File: config.mk
export PLATFORM = sky130hd
export DESIGN_NAME = fb_compositor
export DESIGN_NICKNAME = d
export VERILOG_FILES = /design/src/rtl/game_pkg.sv /design/src/rtl/fb_addr_translate.sv /design/src/rtl/fb_compositor.sv
export SDC_FILE = /design/constraint.sdc
export NUM_CORES = 1
export LEC_CHECK = 0
export BUFFER_PORTS_ARGS = -buffer_cell sky130_fd_sc_hd__buf_2
export CAP_MARGIN = 0
export CORE_UTILIZATION = 35
export DETAILED_ROUTE_END_ITERATION = 7
export PLACE_DENSITY = 0.58
export SLEW_MARGIN = 25
export SYNTH_ARGS = -nofsm -noshare
export SYNTH_HDL_FRONTEND = slang
export SYNTH_HIERARCHICAL = 1
export SYNTH_SLANG_ARGS = --single-unit
File: constraint.sdc
create_clock -name i_clk -period 2.6 [get_ports i_clk]
set_input_delay 0.13 -clock i_clk [delete_from_list [all_inputs] [get_ports i_clk]]
set_output_delay 0.13 -clock i_clk [all_outputs]
set_load 0.1 [all_outputs]
File: src/rtl/game_pkg.sv
// -----------------------------------------------------------------------------
// game_pkg
// Shared definitions for the game datapath blocks.
//   comp_state_e    : compositor FSM encoding (IDLE / DRAW / SCAN / DRAIN)
//   DEF_SCREEN_W/H  : default visible framebuffer size in pixels
//   DEF_COLOUR_W    : default pixel colour width
//   DEF_TRANSP_KEY  : default colour treated as "see-through" by the drawers
// -----------------------------------------------------------------------------
package game_pkg;

  typedef enum logic [1:0] {
    ST_IDLE  = 2'd0,
    ST_DRAW  = 2'd1,
    ST_SCAN  = 2'd2,
    ST_DRAIN = 2'd3
  } comp_state_e;

  localparam int         DEF_SCREEN_W   = 256;
  localparam int         DEF_SCREEN_H   = 176;
  localparam int         DEF_COLOUR_W   = 6;
  localparam logic [5:0] DEF_TRANSP_KEY = 6'b110011;

endpackage

File: src/rtl/fb_addr_translate.sv
// -----------------------------------------------------------------------------
// fb_addr_translate
// Converts an (x, y) screen coordinate into a linear framebuffer address
// y*SCREEN_W + x and flags whether the coordinate lies on the visible screen.
// Purely combinational.
//   i_x, i_y     : pixel coordinate
//   o_addr       : linear framebuffer address (ADDR_W bits)
//   o_in_range   : 1 when x < SCREEN_W and y < SCREEN_H
// -----------------------------------------------------------------------------
module fb_addr_translate #(
  parameter int X_W      = 9,
  parameter int Y_W      = 8,
  parameter int ADDR_W   = 16,
  parameter int SCREEN_W = 256,
  parameter int SCREEN_H = 176
) (
  input  logic [X_W-1:0]    i_x,
  input  logic [Y_W-1:0]    i_y,
  output logic [ADDR_W-1:0] o_addr,
  output logic              o_in_range
);

  localparam logic [ADDR_W-1:0] LINE_LEN = ADDR_W'(SCREEN_W);
  localparam logic [31:0]       LIM_X    = 32'(SCREEN_W);
  localparam logic [31:0]       LIM_Y    = 32'(SCREEN_H);

  logic [31:0] w_x_ext;
  logic [31:0] w_y_ext;

  assign w_x_ext = 32'(i_x);
  assign w_y_ext = 32'(i_y);

  // 2^ADDR_W >= SCREEN_W*SCREEN_H, so ADDR_W-bit arithmetic never wraps
  // for on-screen coordinates.
  assign o_addr     = (ADDR_W'(i_y) * LINE_LEN) + ADDR_W'(i_x);
  assign o_in_range = (w_x_ext < LIM_X) && (w_y_ext < LIM_Y);

endmodule

File: src/rtl/fb_compositor.sv
// -----------------------------------------------------------------------------
// fb_compositor
// Arbitrates NUM_CH draw channels onto a single-port framebuffer, sweeps the
// framebuffer for VGA scan-out with read-latency alignment, and generates a
// free-running frame tick.
//
// Ports
//   i_clk, i_rst_n            : clock, asynchronous active-low reset
//   i_ch_en / i_ch_done       : per-channel draw enable / source finished
//   i_ch_x / i_ch_y / i_ch_colour : flattened per-channel pixel (ch i at [i*W +: W])
//   i_ch_write                : per-channel pixel valid
//   o_ch_grant                : one-hot registered grant
//   i_scan_start              : request one full-frame scan-out (sticky)
//   o_fb_addr / o_fb_colour / o_fb_wren : framebuffer port
//   i_fb_q                    : framebuffer read data, RD_LAT cycles after address
//   o_vga_x / o_vga_y / o_vga_colour / o_vga_plot : aligned scan-out pixel
//   o_scan_done               : pulse one cycle after the last o_vga_plot
//   o_frame_tick              : pulse every FRAME_TICKS cycles
//   o_state                   : current FSM state (debug)
//
// Channel handshake: a channel asks for the framebuffer by holding i_ch_en high
// with i_ch_done low. Once o_ch_grant[i] is high, every cycle with
// i_ch_write[i]=1 is one pixel transfer; the grant acts as "ready" and there is
// no back-pressure while it is held. The channel gives up the port by raising
// i_ch_done[i] or dropping i_ch_en[i]; the pixel presented in that cycle is
// discarded. A channel keeps the port until it lets go (no preemption).
// -----------------------------------------------------------------------------
module fb_compositor
  import game_pkg::*;
#(
  parameter int                  NUM_CH      = 4,
  parameter int                  SCREEN_W    = DEF_SCREEN_W,
  parameter int                  SCREEN_H    = DEF_SCREEN_H,
  parameter int                  X_W         = 9,
  parameter int                  Y_W         = 8,
  parameter int                  COLOUR_W    = DEF_COLOUR_W,
  parameter int                  ADDR_W      = 16,
  parameter bit                  TRANSP_EN   = 1'b1,
  parameter logic [COLOUR_W-1:0] TRANSP_KEY  = COLOUR_W'(DEF_TRANSP_KEY),
  parameter int                  RD_LAT      = 1,
  parameter int                  FRAME_TICKS = 1666666
) (
  input  logic                         i_clk,
  input  logic                         i_rst_n,
  input  logic [NUM_CH-1:0]            i_ch_en,
  input  logic [NUM_CH-1:0]            i_ch_done,
  input  logic [NUM_CH*X_W-1:0]        i_ch_x,
  input  logic [NUM_CH*Y_W-1:0]        i_ch_y,
  input  logic [NUM_CH*COLOUR_W-1:0]   i_ch_colour,
  input  logic [NUM_CH-1:0]            i_ch_write,
  output logic [NUM_CH-1:0]            o_ch_grant,
  input  logic                         i_scan_start,
  output logic [ADDR_W-1:0]            o_fb_addr,
  output logic [COLOUR_W-1:0]          o_fb_colour,
  output logic                         o_fb_wren,
  input  logic [COLOUR_W-1:0]          i_fb_q,
  output logic [X_W-1:0]               o_vga_x,
  output logic [Y_W-1:0]               o_vga_y,
  output logic [COLOUR_W-1:0]          o_vga_colour,
  output logic                         o_vga_plot,
  output logic                         o_scan_done,
  output logic                         o_frame_tick,
  output comp_state_e                  o_state
);

  localparam int FT_W = (FRAME_TICKS > 1) ? $clog2(FRAME_TICKS) : 1;

  // ---------------------------------------------------------------------------
  // State and registers
  // ---------------------------------------------------------------------------
  comp_state_e         r_state;
  comp_state_e         w_next_state;

  logic [NUM_CH-1:0]   r_grant;
  logic                r_scan_pend;
  logic [X_W-1:0]      r_sx;
  logic [Y_W-1:0]      r_sy;
  logic [1:0]          r_drain_cnt;
  logic [FT_W-1:0]     r_ft_cnt;
  logic                r_frame_tick;

  logic [ADDR_W-1:0]   r_fb_addr;
  logic [COLOUR_W-1:0] r_fb_colour;
  logic                r_fb_wren;
  logic                r_scan_done;

  // Scan issue stage: aligned with r_fb_addr.
  logic                r_iss_v;
  logic [X_W-1:0]      r_iss_x;
  logic [Y_W-1:0]      r_iss_y;

  // ---------------------------------------------------------------------------
  // Request arbitration: lowest-index requester wins
  // ---------------------------------------------------------------------------
  logic [NUM_CH-1:0]   w_req;
  logic                w_any_req;
  logic [NUM_CH-1:0]   w_pick;

  assign w_req     = i_ch_en & ~i_ch_done;
  assign w_any_req = |w_req;

  always_comb begin
    w_pick = '0;
    for (int i = NUM_CH - 1; i >= 0; i--) begin
      if (w_req[i]) begin
        w_pick    = '0;
        w_pick[i] = 1'b1;
      end
    end
  end

  // ---------------------------------------------------------------------------
  // Granted channel mux
  // ---------------------------------------------------------------------------
  logic                w_g_en;
  logic                w_g_done;
  logic                w_g_write;
  logic [X_W-1:0]      w_g_x;
  logic [Y_W-1:0]      w_g_y;
  logic [COLOUR_W-1:0] w_g_colour;

  always_comb begin
    w_g_en     = 1'b0;
    w_g_done   = 1'b0;
    w_g_write  = 1'b0;
    w_g_x      = '0;
    w_g_y      = '0;
    w_g_colour = '0;
    for (int i = 0; i < NUM_CH; i++) begin
      if (r_grant[i]) begin
        w_g_en     = i_ch_en[i];
        w_g_done   = i_ch_done[i];
        w_g_write  = i_ch_write[i];
        w_g_x      = i_ch_x[i*X_W +: X_W];
        w_g_y      = i_ch_y[i*Y_W +: Y_W];
        w_g_colour = i_ch_colour[i*COLOUR_W +: COLOUR_W];
      end
    end
  end

  logic w_release;
  logic w_scan_req;
  logic w_scan_last;
  logic w_drain_end;

  assign w_release   = w_g_done | ~w_g_en;
  assign w_scan_req  = r_scan_pend | i_scan_start;
  assign w_scan_last = (r_sx == X_W'(SCREEN_W - 1)) && (r_sy == Y_W'(SCREEN_H - 1));
  // The extra DRAIN cycle past RD_LAT lets scan_done land one cycle after the
  // last aligned pixel rather than on it.
  assign w_drain_end = (r_drain_cnt == 2'(RD_LAT));

  // ---------------------------------------------------------------------------
  // FSM: state register
  // ---------------------------------------------------------------------------
  always_ff @(posedge i_clk or negedge i_rst_n) begin
    if (!i_rst_n) r_state <= ST_IDLE;
    else          r_state <= w_next_state;
  end

  // ---------------------------------------------------------------------------
  // FSM: next state
  // ---------------------------------------------------------------------------
  always_comb begin
    w_next_state = r_state;
    case (r_state)
      ST_IDLE: begin
        // Drawing beats a simultaneous scan request; the scan stays pending.
        if (w_any_req)       w_next_state = ST_DRAW;
        else if (w_scan_req) w_next_state = ST_SCAN;
      end
      ST_DRAW:  if (w_release)   w_next_state = ST_IDLE;
      ST_SCAN:  if (w_scan_last) w_next_state = ST_DRAIN;
      ST_DRAIN: if (w_drain_end) w_next_state = ST_IDLE;
      default:  w_next_state = ST_IDLE;
    endcase
  end

  // ---------------------------------------------------------------------------
  // FSM: output decode
  // ---------------------------------------------------------------------------
  logic w_take_draw;
  logic w_take_scan;
  logic w_draw_act;
  logic w_scan_act;
  logic w_drain_act;
  logic w_done_pulse;

  always_comb begin
    w_take_draw  = 1'b0;
    w_take_scan  = 1'b0;
    w_draw_act   = 1'b0;
    w_scan_act   = 1'b0;
    w_drain_act  = 1'b0;
    w_done_pulse = 1'b0;
    case (r_state)
      ST_IDLE: begin
        w_take_draw = w_any_req;
        w_take_scan = ~w_any_req & w_scan_req;
      end
      ST_DRAW:  w_draw_act = ~w_release;
      ST_SCAN:  w_scan_act = 1'b1;
      ST_DRAIN: begin
        w_drain_act  = 1'b1;
        w_done_pulse = w_drain_end;
      end
      default: ;
    endcase
  end

  // ---------------------------------------------------------------------------
  // Shared address translation: scan counter while scanning, else draw pixel
  // ---------------------------------------------------------------------------
  logic [X_W-1:0]    w_tr_x;
  logic [Y_W-1:0]    w_tr_y;
  logic [ADDR_W-1:0] w_tr_addr;
  logic              w_tr_in_range;

  assign w_tr_x = w_scan_act ? r_sx : w_g_x;
  assign w_tr_y = w_scan_act ? r_sy : w_g_y;

  fb_addr_translate #(
    .X_W      (X_W),
    .Y_W      (Y_W),
    .ADDR_W   (ADDR_W),
    .SCREEN_W (SCREEN_W),
    .SCREEN_H (SCREEN_H)
  ) u_addr (
    .i_x        (w_tr_x),
    .i_y        (w_tr_y),
    .o_addr     (w_tr_addr),
    .o_in_range (w_tr_in_range)
  );

  logic w_is_key;
  logic w_wr_ok;

  assign w_is_key = TRANSP_EN && (w_g_colour == TRANSP_KEY);
  assign w_wr_ok  = w_draw_act & w_g_write & w_tr_in_range & ~w_is_key;

  // ---------------------------------------------------------------------------
  // Datapath registers
  // ---------------------------------------------------------------------------
  always_ff @(posedge i_clk or negedge i_rst_n) begin
    if (!i_rst_n) begin
      r_grant     <= '0;
      r_scan_pend <= 1'b0;
      r_sx        <= '0;
      r_sy        <= '0;
      r_drain_cnt <= '0;
      r_fb_addr   <= '0;
      r_fb_colour <= '0;
      r_fb_wren   <= 1'b0;
      r_scan_done <= 1'b0;
      r_iss_v     <= 1'b0;
      r_iss_x     <= '0;
      r_iss_y     <= '0;
    end else begin
      if (w_take_draw)                         r_grant <= w_pick;
      else if (r_state == ST_DRAW && w_release) r_grant <= '0;

      if (w_take_scan)       r_scan_pend <= 1'b0;
      else if (i_scan_start) r_scan_pend <= 1'b1;

      if (w_take_scan) begin
        r_sx <= '0;
        r_sy <= '0;
      end else if (w_scan_act) begin
        if (r_sx == X_W'(SCREEN_W - 1)) begin
          r_sx <= '0;
          r_sy <= (r_sy == Y_W'(SCREEN_H - 1)) ? '0 : r_sy + Y_W'(1);
        end else begin
          r_sx <= r_sx + X_W'(1);
        end
      end

      r_drain_cnt <= w_drain_act ? r_drain_cnt + 2'd1 : 2'd0;

      if (w_draw_act || w_scan_act) r_fb_addr   <= w_tr_addr;
      if (w_draw_act)               r_fb_colour <= w_g_colour;
      r_fb_wren   <= w_wr_ok;
      r_scan_done <= w_done_pulse;

      r_iss_v <= w_scan_act;
      r_iss_x <= r_sx;
      r_iss_y <= r_sy;
    end
  end

  // ---------------------------------------------------------------------------
  // Read-alignment delay line: RD_LAT stages behind the issued address
  // ---------------------------------------------------------------------------
  for (genvar k = 0; k < RD_LAT; k++) begin : g_dl
    logic           r_v;
    logic [X_W-1:0] r_x;
    logic [Y_W-1:0] r_y;
    if (k == 0) begin : g_head
      always_ff @(posedge i_clk or negedge i_rst_n) begin
        if (!i_rst_n) begin
          r_v <= 1'b0;
          r_x <= '0;
          r_y <= '0;
        end else begin
          r_v <= r_iss_v;
          r_x <= r_iss_x;
          r_y <= r_iss_y;
        end
      end
    end else begin : g_tail
      always_ff @(posedge i_clk or negedge i_rst_n) begin
        if (!i_rst_n) begin
          r_v <= 1'b0;
          r_x <= '0;
          r_y <= '0;
        end else begin
          r_v <= g_dl[k-1].r_v;
          r_x <= g_dl[k-1].r_x;
          r_y <= g_dl[k-1].r_y;
        end
      end
    end
  end

  // ---------------------------------------------------------------------------
  // Frame pacing counter, free-running in every state
  // ---------------------------------------------------------------------------
  always_ff @(posedge i_clk or negedge i_rst_n) begin
    if (!i_rst_n) begin
      r_ft_cnt     <= '0;
      r_frame_tick <= 1'b0;
    end else if (r_ft_cnt == FT_W'(FRAME_TICKS - 1)) begin
      r_ft_cnt     <= '0;
      r_frame_tick <= 1'b1;
    end else begin
      r_ft_cnt     <= r_ft_cnt + FT_W'(1);
      r_frame_tick <= 1'b0;
    end
  end

  // ---------------------------------------------------------------------------
  // Outputs
  // ---------------------------------------------------------------------------
  assign o_ch_grant   = r_grant;
  assign o_fb_addr    = r_fb_addr;
  assign o_fb_colour  = r_fb_colour;
  assign o_fb_wren    = r_fb_wren;
  assign o_vga_plot   = g_dl[RD_LAT-1].r_v;
  assign o_vga_x      = g_dl[RD_LAT-1].r_x;
  assign o_vga_y      = g_dl[RD_LAT-1].r_y;
  assign o_vga_colour = o_vga_plot ? i_fb_q : '0;
  assign o_scan_done  = r_scan_done;
  assign o_frame_tick = r_frame_tick;
  assign o_state      = r_state;

endmodule

After elaboration in Yosys (flattened, before gate mapping) --
Index checks and enable logic that the tools add are counted.
Word-level totals: output and inout bits 55, register bits 108
Cells by class: mux-type cells 57, magnitude comparators 2, equality and inequality tests 12, reduce and logical (&&, ||, !) cells 12, add/subtract/negate cells 5, bitwise operators 12
Operator list (count):
- 8-bit two-way mux | 9
- 9-bit two-way mux | 8
- 6-bit two-way mux | 5
- 4-bit two-way mux | 6
- 21-bit by 1-bit adder with 21-bit output (second input constant) | 1
- 21-bit == test (second input constant) | 1
- 1-bit two-way mux | 21
- 21-bit two-way mux | 1
- 16-bit by 9-bit adder with 16-bit output | 1
- 2-bit two-way mux | 6
- 9-bit by 1-bit adder with 9-bit output (second input constant) | 1
- 9-bit by 8-bit == test with 1-bit output (second input constant) | 1
- 9-bit < comparator (second input constant) | 1
- 8-bit by 1-bit adder with 8-bit output (second input constant) | 1
- 8-bit == test (second input constant) | 1
- 8-bit < comparator (second input constant) | 1
- 2-bit one-hot mux with 4 select lines | 1
- 2-bit nonzero test | 4
- 6-bit == test (second input constant) | 1
- 2-bit inequality test (second input constant) | 3
- 1-bit bitwise AND | 4
- 4-bit bitwise AND | 1
- 2-bit by 1-bit == test with 1-bit output (second input constant) | 2
- 2-bit == test (second input constant) | 2
- 11 further kinds | 17

Logic depth before layout (Yosys ltp) --
Gate-level depths: netlist (run 1).
depth in word-level cells 11, depth in mapped cells 12

Cells and area by module --
Netlist (run 1), hierarchy kept.
Modules (own cells, without submodules):
- fb_compositor | instances 1, area each 5096.1 µm², sequential area each 2702.6 µm², cells each 505
- fb_addr_translate | instances 1, area each 195.2 µm², sequential area each 0.0 µm², cells each 26

Worst setup path before layout (run 1) --
Ideal clock, no wire load.
path kind reg-to-reg, start point register r_grant[1], in the netlist o_ch_grant[1], end point register r_fb_addr[14], in the netlist o_fb_addr[14], data required time 2472 ps, path slack -577 ps, arrival time 3049 ps, stages on the path, launching flop included 13, library setup time 128 ps, period minus slack after synthesis 3177 ps, cell sequence dfrtp_1 > clkbuf_1 > nor2b_1 > clkbuf_1 > a221oi_1 > nor3_1 > a21oi_1 > o21ai_0 > ha_1 > ha_1 > nand4_1 > xnor2_1 > mux2_1
RTL lines:
- start, declared | line fb_compositor.sv:74 | logic [NUM_CH-1:0] r_grant;
- start signal, assigned | line fb_compositor.sv:259 | if (w_take_draw) r_grant <= w_pick;
- 9-bit two-way mux (3 in a row) | line fb_compositor.sv:130 | if (r_grant[i]) begin
- 9-bit two-way mux | line fb_compositor.sv:219 | assign w_tr_x = w_scan_act ? r_sx : w_g_x;
- named net w_tr_x[8] | line fb_compositor.sv:214 | logic [X_W-1:0] w_tr_x;
- 16-bit by 9-bit adder with 16-bit output | line fb_addr_translate.sv:35 | assign o_addr = (ADDR_W'(i_y) * LINE_LEN) + ADDR_W'(i_x);
- named net w_tr_addr[14] | line fb_compositor.sv:216 | logic [ADDR_W-1:0] w_tr_addr;
- end signal, assigned | line fb_compositor.sv:279 | if (w_draw_act || w_scan_act) r_fb_addr <= w_tr_addr;
- end, declared | line fb_compositor.sv:82 | logic [ADDR_W-1:0] r_fb_addr;
The timed path passes the listed nets, and every way through them passes these cells. A chain may end at the register's enable or synchronous reset.

Worst setup path in the final report (run 1) --
start point register r_grant[1], in the netlist o_ch_grant[1], end point register r_fb_addr[15], in the netlist o_fb_addr[15]
RTL lines:
- 8-bit two-way mux (3 in a row) | line fb_compositor.sv:130
- 8-bit two-way mux | line fb_compositor.sv:220 | assign w_tr_y = w_scan_act ? r_sy : w_g_y;
- named net w_tr_y[5] | line fb_compositor.sv:215 | logic [Y_W-1:0] w_tr_y;
- 16-bit by 9-bit adder with 16-bit output | line fb_addr_translate.sv:35
- named net w_tr_addr[15] | line fb_compositor.sv:216
The timed path passes the listed nets, and every way through them passes these cells.

==> metrics.md, run 1 <==
| Metric | Value |
|---|---|
| Final wirelength | between 10000 and 15000 µm |
| IO Pins | 168 |
| Share of cells above drive strength 1 | 0.332 |
| Mapped Cells | 531 |
| Flops & latches, synth | 108 |
| Hold Fails Final Rpt | 0 |
| Startpoint Class | flip-flop |
| Worst Path Arrival | about 2.6 ns |
| Routed len/inst | 16.2 µm |
| Core Area | 0.0146 mm² |
| Area growth syn-to-layout | 26.9% |
| Seq. cell area | approximately 0.0027 mm² |
| Gr ovfl total | 0 |
| Dpl hpwl | 11000 µm |
| Run status | finished, violations left |
| Multi-input logic area | 0.00241 mm² |
| Fill count | ~1400 |
| DRC | 12 |
| Die width | 125 µm |
| CTS tree | built |
| Final layout net count | 814 |
| Final worst slack | around 0.19 ns |
| Final core utilization | 0.459 |
| Vias/cell | about 5.3 |
| Max Cap Viol | 0 |
| Ys Warns | 6 |
| Hold Path Class | primary input to flip-flop |
| Worst path required time | roughly 2.8 ns |
| Final worst-path cycle share | 0.926 |
| Pleak | 3.23 nW |
| Initial antenna violation count | 0 |
| Synth unique cells | 53 |
| Seq/Total Area, Yosys | 0.511 |
| Synth async-reset ratio | 1.00 |
| Max IR drop VDD | 0.744 mV |
| # port buffers | between 150 and 200 |
| Post-synthesis net count | 651 |
| Vias in the first global route | ~4700 |
| DP Worst Slack | 0.137 ns |
| Skew final | 0.00682 ns |
| All-Layer GR Usage | 0.193 |
| Critical path peak fanout | 10 |
| Total power per unit cell area | 1260 mW/mm² |
| # clock sinks | 108 |
| H-tree Lvls | 3 |
| Post-Syn Area per Cell | 9.96 µm² |
| Largest net degree at the start of global routing | 56 |
| Antenna cells | 0 |
| Max Freq | 0.415 GHz |
| Max-slew headroom | 0.456 |
| Die ar. | 0.0156 mm² |
| Clock Tree Buf Depth | 2 |
| Design area | 0.00672 mm² |
| Total number of vias | 4658 |
| Site Rows | 44 |
| First-pass GRT wire length | between 20000 and 25000 µm |
| Pre-Repair DR Iteration Count | 6 |
| Number of synthesized flops with an enable pin | 0 |
| Clk pin slew, worst setup/hold paths | 0.07 ns |
| CTS Buf Count | 9 |
| Placer's final routability congestion estimate | slightly below 0.9 |
| Final Max Tran Viols | 0 |
| TNS Setup | 0 ns |
| CP endpoint kind | flip-flop |
| Worst-margin pin slew | ~0.8 ns |
| Clock Latency Late Sink | 0.35 ns |
| Area post-placement | 0.00638 mm² |
| DRT antenna net count | 0 |
| Final setup viols | 0 |
| Mapped cell area | about 0.0053 mm² |
| Initial Utilization | 0.361 |
| Initial drt markers | about 210 |
| Die Span Y | 125 µm |
| Top FF cell, synth | dfrtp_1 |
| Fin crit period | ~2.4 ns |
| Crit Path Class | flip-flop to flip-flop |
| Failing checks | DRC |
| CTS root buf | clkbuf_16 |
## through the flow
step / power [W] / cells / hold slack, ns
floorplan: 0.00617 / 531 / -0.166
global placement: 0.00698 / 865 / 0.236
detailed placement: 0.00705 / 865 / 0.245
CTS: 0.00848 / 882 / 0.0717
global route: 0.00896 / 883 / 0.105
finish: 0.00845 / 883 / 0.0809
## final timing paths
path                       slack, ns             to           from  depth (start not counted)
setup / recovery                0.19  o_fb_addr[15]  o_ch_grant[1]                          9
min in group asynchronous       0.36  o_ch_grant[0]        i_rst_n                          2
setup reg to reg                0.19  o_fb_addr[15]  o_ch_grant[1]                          9
hold / removal                  0.08    r_scan_pend   i_scan_start                          3
hold reg to reg                 0.35     o_vga_y[1]     r_iss_y[1]                          0
max in group asynchronous       1.46     r_iss_y[3]        i_rst_n                          3
## cell usage in the layout (no fill, tap or decap), types with 14 or more instances in the layout
| master | n |
|---|---|
| a21oi_1 | 36 |
| a221oi_1 | 20 |
| buf_2 | 166 |
| buf_4 | 18 |
| dfrtp_1 | 102 |
| mux2_2 | 14 |
| nand2_1 | 39 |
| nand3_1 | 19 |
| nor2_1 | 42 |
| nor2b_1 | 21 |
| nor3_1 | 28 |
| o21ai_0 | 23 |
| xnor2_1 | 20 |
## synth_stat cells, drive strengths merged, types with 6 or more instances
| master | instances | area [µm²] |
|---|---|---|
| a21oi | 37 | 189 |
| a221oi | 20 | 175 |
| and2 | 8 | 52.6 |
| and3 | 6 | 37.5 |
| buf | 16 | 97.6 |
| clkbuf | 19 | 71.3 |
| dfrtp | 108 | 2700 |
| ha | 7 | 87.6 |
| inv | 11 | 41.3 |
| mux2 | 21 | 236 |
| nand2 | 39 | 146 |
| nand2b | 6 | 37.5 |
| nand3 | 19 | 95.1 |
| nand4 | 12 | 75.1 |
| nor2 | 42 | 158 |
| nor2b | 22 | 138 |
| nor3 | 28 | 140 |
| nor4 | 7 | 56.3 |
| o21ai | 28 | 140 |
| o22ai | 6 | 37.5 |
| xnor2 | 20 | 175 |
| xor2 | 10 | 87.6 |
## flip-flops by register name, summed over array words and instances (netlist names), 4 cells and up
name,cells
o_ch_grant,4
o_fb_colour,6
o_fb_addr,16
o_vga_y,8
r_sx,9
r_ft_cnt,21
r_iss_x,9
r_sy,8
o_vga_x,9
r_iss_y,8
## where the power goes
group | total (W) | switching, W | internal, W
registers | 0.00238 | 0.000308 | 0.00207
logic | 0.00465 | 0.00338 | 0.00127
clock network | 0.00142 | 0.000634 | 0.000784
## metal layers
metal | track usage | routed length [µm]
met3 | 0.0535 | 1110
met2 | 0.314 | 6700
met5 | 0 | 0
met1 | 0.247 | 6260
met4 | 0.0689 | 262
## cell families after synthesis
kind of cell | after synthesis | synth area share
AOI/OAI and AO/OA | 115 | 0.139
xor gates and xnor gates | 30 | 0.0497
DFF | 108 | 0.511
buffers and inverters | 46 | 0.0397
adders and majority gates | 7 | 0.0166
muxes | 21 | 0.0447
and+or+nand+nor | 204 | 0.200
## layout make-up
type / instances / share of cell area
Clock buffer: 10 / 0.0356
Clock inverter: 6 / 0.0106
Inverter: 11 / 0.00615
Multi-Input combinational cell: 377 / 0.358
Sequential cell: 108 / 0.405
Tap cell: 184 / 0.0343
Timing Repair Buffer: 187 / 0.150
## worst max-delay path: stages, from the launching register on
cell and delay [ns]:
dfrtp_4 0.50, nor2b_4 0.26, a221oi_1 0.13, nor3_1 0.16, a21oi_1 0.08, o21ai_0 0.47, nand4_1 0.16, nor2_1 0.16
xor2_1 0.08, mux2_1 0.30
## repair_timing
item                                   CTS  global route
hold buffers                             1             0
endpoints found under the hold margin   54             0
setup endpoints to repair                0             4
resized for setup                        0             3
setup buffers                            0             1
No activity file was read; power rests on OpenSTA's default activity.
==> run 2, diff against run 1 <==
==> constraint.sdc (replaced) <==
create_clock -name i_clk -period 2.6 [get_ports i_clk]
set_input_delay 0.39 -clock i_clk [delete_from_list [all_inputs] [get_ports i_clk]]
set_output_delay 0.39 -clock i_clk [all_outputs]
set_load 0.1 [all_outputs]
==> run 2 against run 1 <==
  * The flow still finishes with violations (DRC)
  * Maximum frequency decreased by 2.2%
  * Clock power about the same
  * Count of clock-buffer cells in the layout is 1 higher
  * Final area grew 0.50%
  * Worst setup slack got worse by 0.054 ns
  * Clock skew shrank 0.0016 ns
  * First-iteration DRC count grew 8.1%
  * Via count is 1.4% lower
  * Combinational power increased by 1%
  * Utilization rose by 0.23 points
  * Critical path type unchanged
  * Largest cell class unchanged
  * Largest power group unchanged
==> metrics.md, run 2 (synthesis results as in run 1) <==
| Metric | Value |
|---|---|
| Share of cells above drive strength 1 | 0.340 (+0.00761) |
| Critical R2R Capture | o_fb_addr[13] |
| Hold Fails Final Rpt | 0 (unchanged) |
| CP max stage delay | 0.51 ns (about the same) |
| Routed len/inst | 16.1 µm (-1.2%) |
| Failing checks | DRC |
| Die Span Y | 125 µm (unchanged) |
| Initial Utilization | 0.361 (unchanged) |
| Met2 Resource Use GR | 0.319 (+0.00529) |
| Critical path, cell by cell | nor2b_4 > buf_4 > a221oi_1 > nor3_1 > a21oi_1 > o21ai_2 > and2_4 > nand4_1 > xnor2_1 > mux2_1 |
| Final wirelength | 14200 µm (-0.94%) |
| Dpl hpwl | 10900 µm (-0.90%) |
| Max Cap Viol | 0 (unchanged) |
| Seq. cell area | 0.00272 mm² (unchanged) |
| Vias/cell | 5.19 (-1.6%) |
| Max Freq | 0.406 GHz (-2.2%) |
| # port buffers | 167 (unchanged) |
| Worst-margin pin slew | 0.806 ns (-0.00348 ns) |
| Biggest register | r_ft_cnt |
| DRT antenna net count | 0 (unchanged) |
| Core Area | 0.0146 mm² (unchanged) |
| Clock Latency Late Sink | 0.35 ns (about the same) |
| Largest register FFs | 21 (unchanged) |
| RR Startpoint | o_ch_grant[1] |
| Placer's final routability congestion estimate | 0.885 (+2.4%) |
| Met1 Usage GRT | 0.234 (-0.0127) |
| Site Rows | 44 (unchanged) |
| Final layout net count | 816 (+0.25%) |
| Initial antenna violation count | 0 (unchanged) |
| Worst path required time | 2.84 ns (about the same) |
| Pleak | 3.25 nW (+0.54%) |
| Vias in the first global route | 4716 (+1.4%) |
| Crit Path Class | flip-flop to flip-flop |
| Fill count | 1384 (-3.1%) |
| DP Worst Slack | 0.0746 ns (-0.0627 ns) |
| Placed cells | 868 (+0.35%) |
| Final worst-path cycle share | 0.947 (+0.0207) |
| Reg2reg path depth | 10 (+1) |
| Commonest non-fill, non-tap cells in the layout | 166 x buf_2, 102 x dfrtp_1, 42 x nor2_1 |
| Antenna cells | 0 (unchanged) |
| GR peak layer | met2 |
| Worst Path Arrival | 2.70 ns (+0.06 ns) |
| All-Layer GR Usage | 0.189 (-0.00421) |
| R2r setup slk | 0.14 ns (-0.05 ns) |
| Area growth syn-to-layout | 27.6% |
| Final std cells w/o fill | 885 (+0.23%) |
| Final worst slack | 0.139 ns (-0.0539 ns) |
| First-pass GRT wire length | 23300 µm (-1.8%) |
| Startpoint Class | flip-flop |
| CP endpoint kind | flip-flop |
| Max-slew headroom | 0.463 (+0.00729) |
| Worst setup path end | o_fb_addr[13] |
| DRC | 12 (unchanged) |
| Worst path slowest cell | dfrtp_4 |
| Gr ovfl total | 0 (unchanged) |
| Pre-Repair DR Iteration Count | 6 (unchanged) |
| Max IR drop VDD | 0.660 mV (-11%) |
| Die ar. | 0.0156 mm² (unchanged) |
| IO Pins | 168 (unchanged) |
| Worst setup path startpoint | o_ch_grant[1] |
| Hold Buf Count CTS | 0 (-1) |
| # clock sinks | 108 (unchanged) |
| Final Max Tran Viols | 0 (unchanged) |
| Total number of vias | 4595 (-1.4%) |
| Largest net degree at the start of global routing | 61 (+8.9%) |
| Clock Tree Buf Depth | 2 (unchanged) |
| Multi-input logic area | 0.00243 mm² (+0.83%) |
| Critical path peak fanout | 7 (-3) |
| CTS tree | built |
| CTS root buf | clkbuf_16 |
| Initial drt markers | 228 (+8.1%) |
| Final setup viols | 0 (unchanged) |
| Met3 Usage GRT | 0.0428 (-0.0107) |
| Final core utilization | 0.461 (+0.00231) |
| Area post-placement | 0.00641 mm² (+0.35%) |
| CTS Buf Count | 9 (unchanged) |
| Post-CTS setup repair buffer count | 0 (unchanged) |
| Total power per unit cell area | 1260 mW/mm² (+0.38%) |
| Unrepaired setup endpoints after global routing | false |
| H-tree Lvls | 3 (unchanged) |
| Die width | 125 µm (unchanged) |
| Design area | 0.00675 mm² (+0.50%) |
| TNS Setup | 0 ns (unchanged) |
| Hold Path Class | primary input to asynchronous set/reset pin |
| Run status | finished, violations left |
| Fin crit period | 2.46 ns (+0.0539 ns) |
| Skew final | 0.00520 ns (-0.00162 ns) |
| Clk pin slew, worst setup/hold paths | 0.07 ns (about the same) |
| Most common cell after layout, fill and taps aside | buf_2 |
==> run 2: cell count changes in the layout (fill, tap and decap cells not counted) <==
| cell | delta |
|---|---|
| nor2b_2 | +1 |
| inv_6 | +1 |
| o21ai_0 | +2 |
| o21ai_2 | +3 |
| clkinv_2 | -1 |
| clkbuf_8 | +1 |
| o21ai_1 | -5 |
| buf_4 | +2 |
| clkinv_4 | -1 |
| dlygate4sd3_1 | -1 |
==> run 2: how the worst min path moves through the flow <==
stage,from,end,depth (start not counted)
after floorplan,i_rst_n,o_ch_grant[3],0
after global placement,r_iss_y[6],o_vga_y[6],0
after detailed placement,r_iss_x[0],o_vga_x[0],0
after CTS,i_rst_n,o_ch_grant[1],1
after global routing,i_rst_n,o_ch_grant[0],1
final,i_rst_n,o_ch_grant[1],1
==> run 2: worst max-delay path, delay by kind of cell, from the launching register on <==
kind	cells	cell delay [ns]
AND/OR/NAND/NOR	4	0.76
flip-flops	1	0.51
AO/OA/AOI/OAI	3	0.40
multiplexers	1	0.30
XOR/XNOR	1	0.19
buffers and inverters	1	0.18
==> run 2: repair_timing <==
action	CTS	global route
hold endpoints to repair	0	0
resized for setup	0	4
setup endpoints to repair	0	4
==> run 2: metal layers <==
metal | vias up | part of all wire
met2 | 182 | 0.47
met1 | 2165 | 0.45
met5 | - | 0
met4 | 0 | 0.016
met3 | 15 | 0.064
li1 | 2233 | -
==> run 2: final cells by class <==
| cell class | count | share of cell area |
|---|---|---|
| clock inverters | 5 | 0.00982 |
| clock buffers | 11 | 0.0374 |
| well taps | 184 | 0.0341 |
| repair buffers | 188 | 0.150 |
| multi-input cells | 378 | 0.360 |
| inverters | 11 | 0.00612 |
| flip-flops and latches | 108 | 0.403 |
==> run 2: report_power, final <==
part | internal (W) | leakage, nW | switching (W)
Clock | 0.000813 | 0.155 | 0.000629
Combinational | 0.00129 | 1.66 | 0.00341
Sequential | 0.00207 | 1.43 | 0.000311
Total | 0.00418 | 3.25 | 0.00435
==> run 2: stage by stage <==
| step | hold slack, ns | total power (W) |
|---|---|---|
| 2_1_floorplan | 0.0944 | 0.00617 |
| 3_3_place_gp | 0.335 | 0.00700 |
| 3_5_place_dp | 0.336 | 0.00708 |
| 4_1_cts | 0.156 | 0.00854 |
| 5_1_grt | 0.188 | 0.00900 |
| 6_report | 0.119 | 0.00852 |
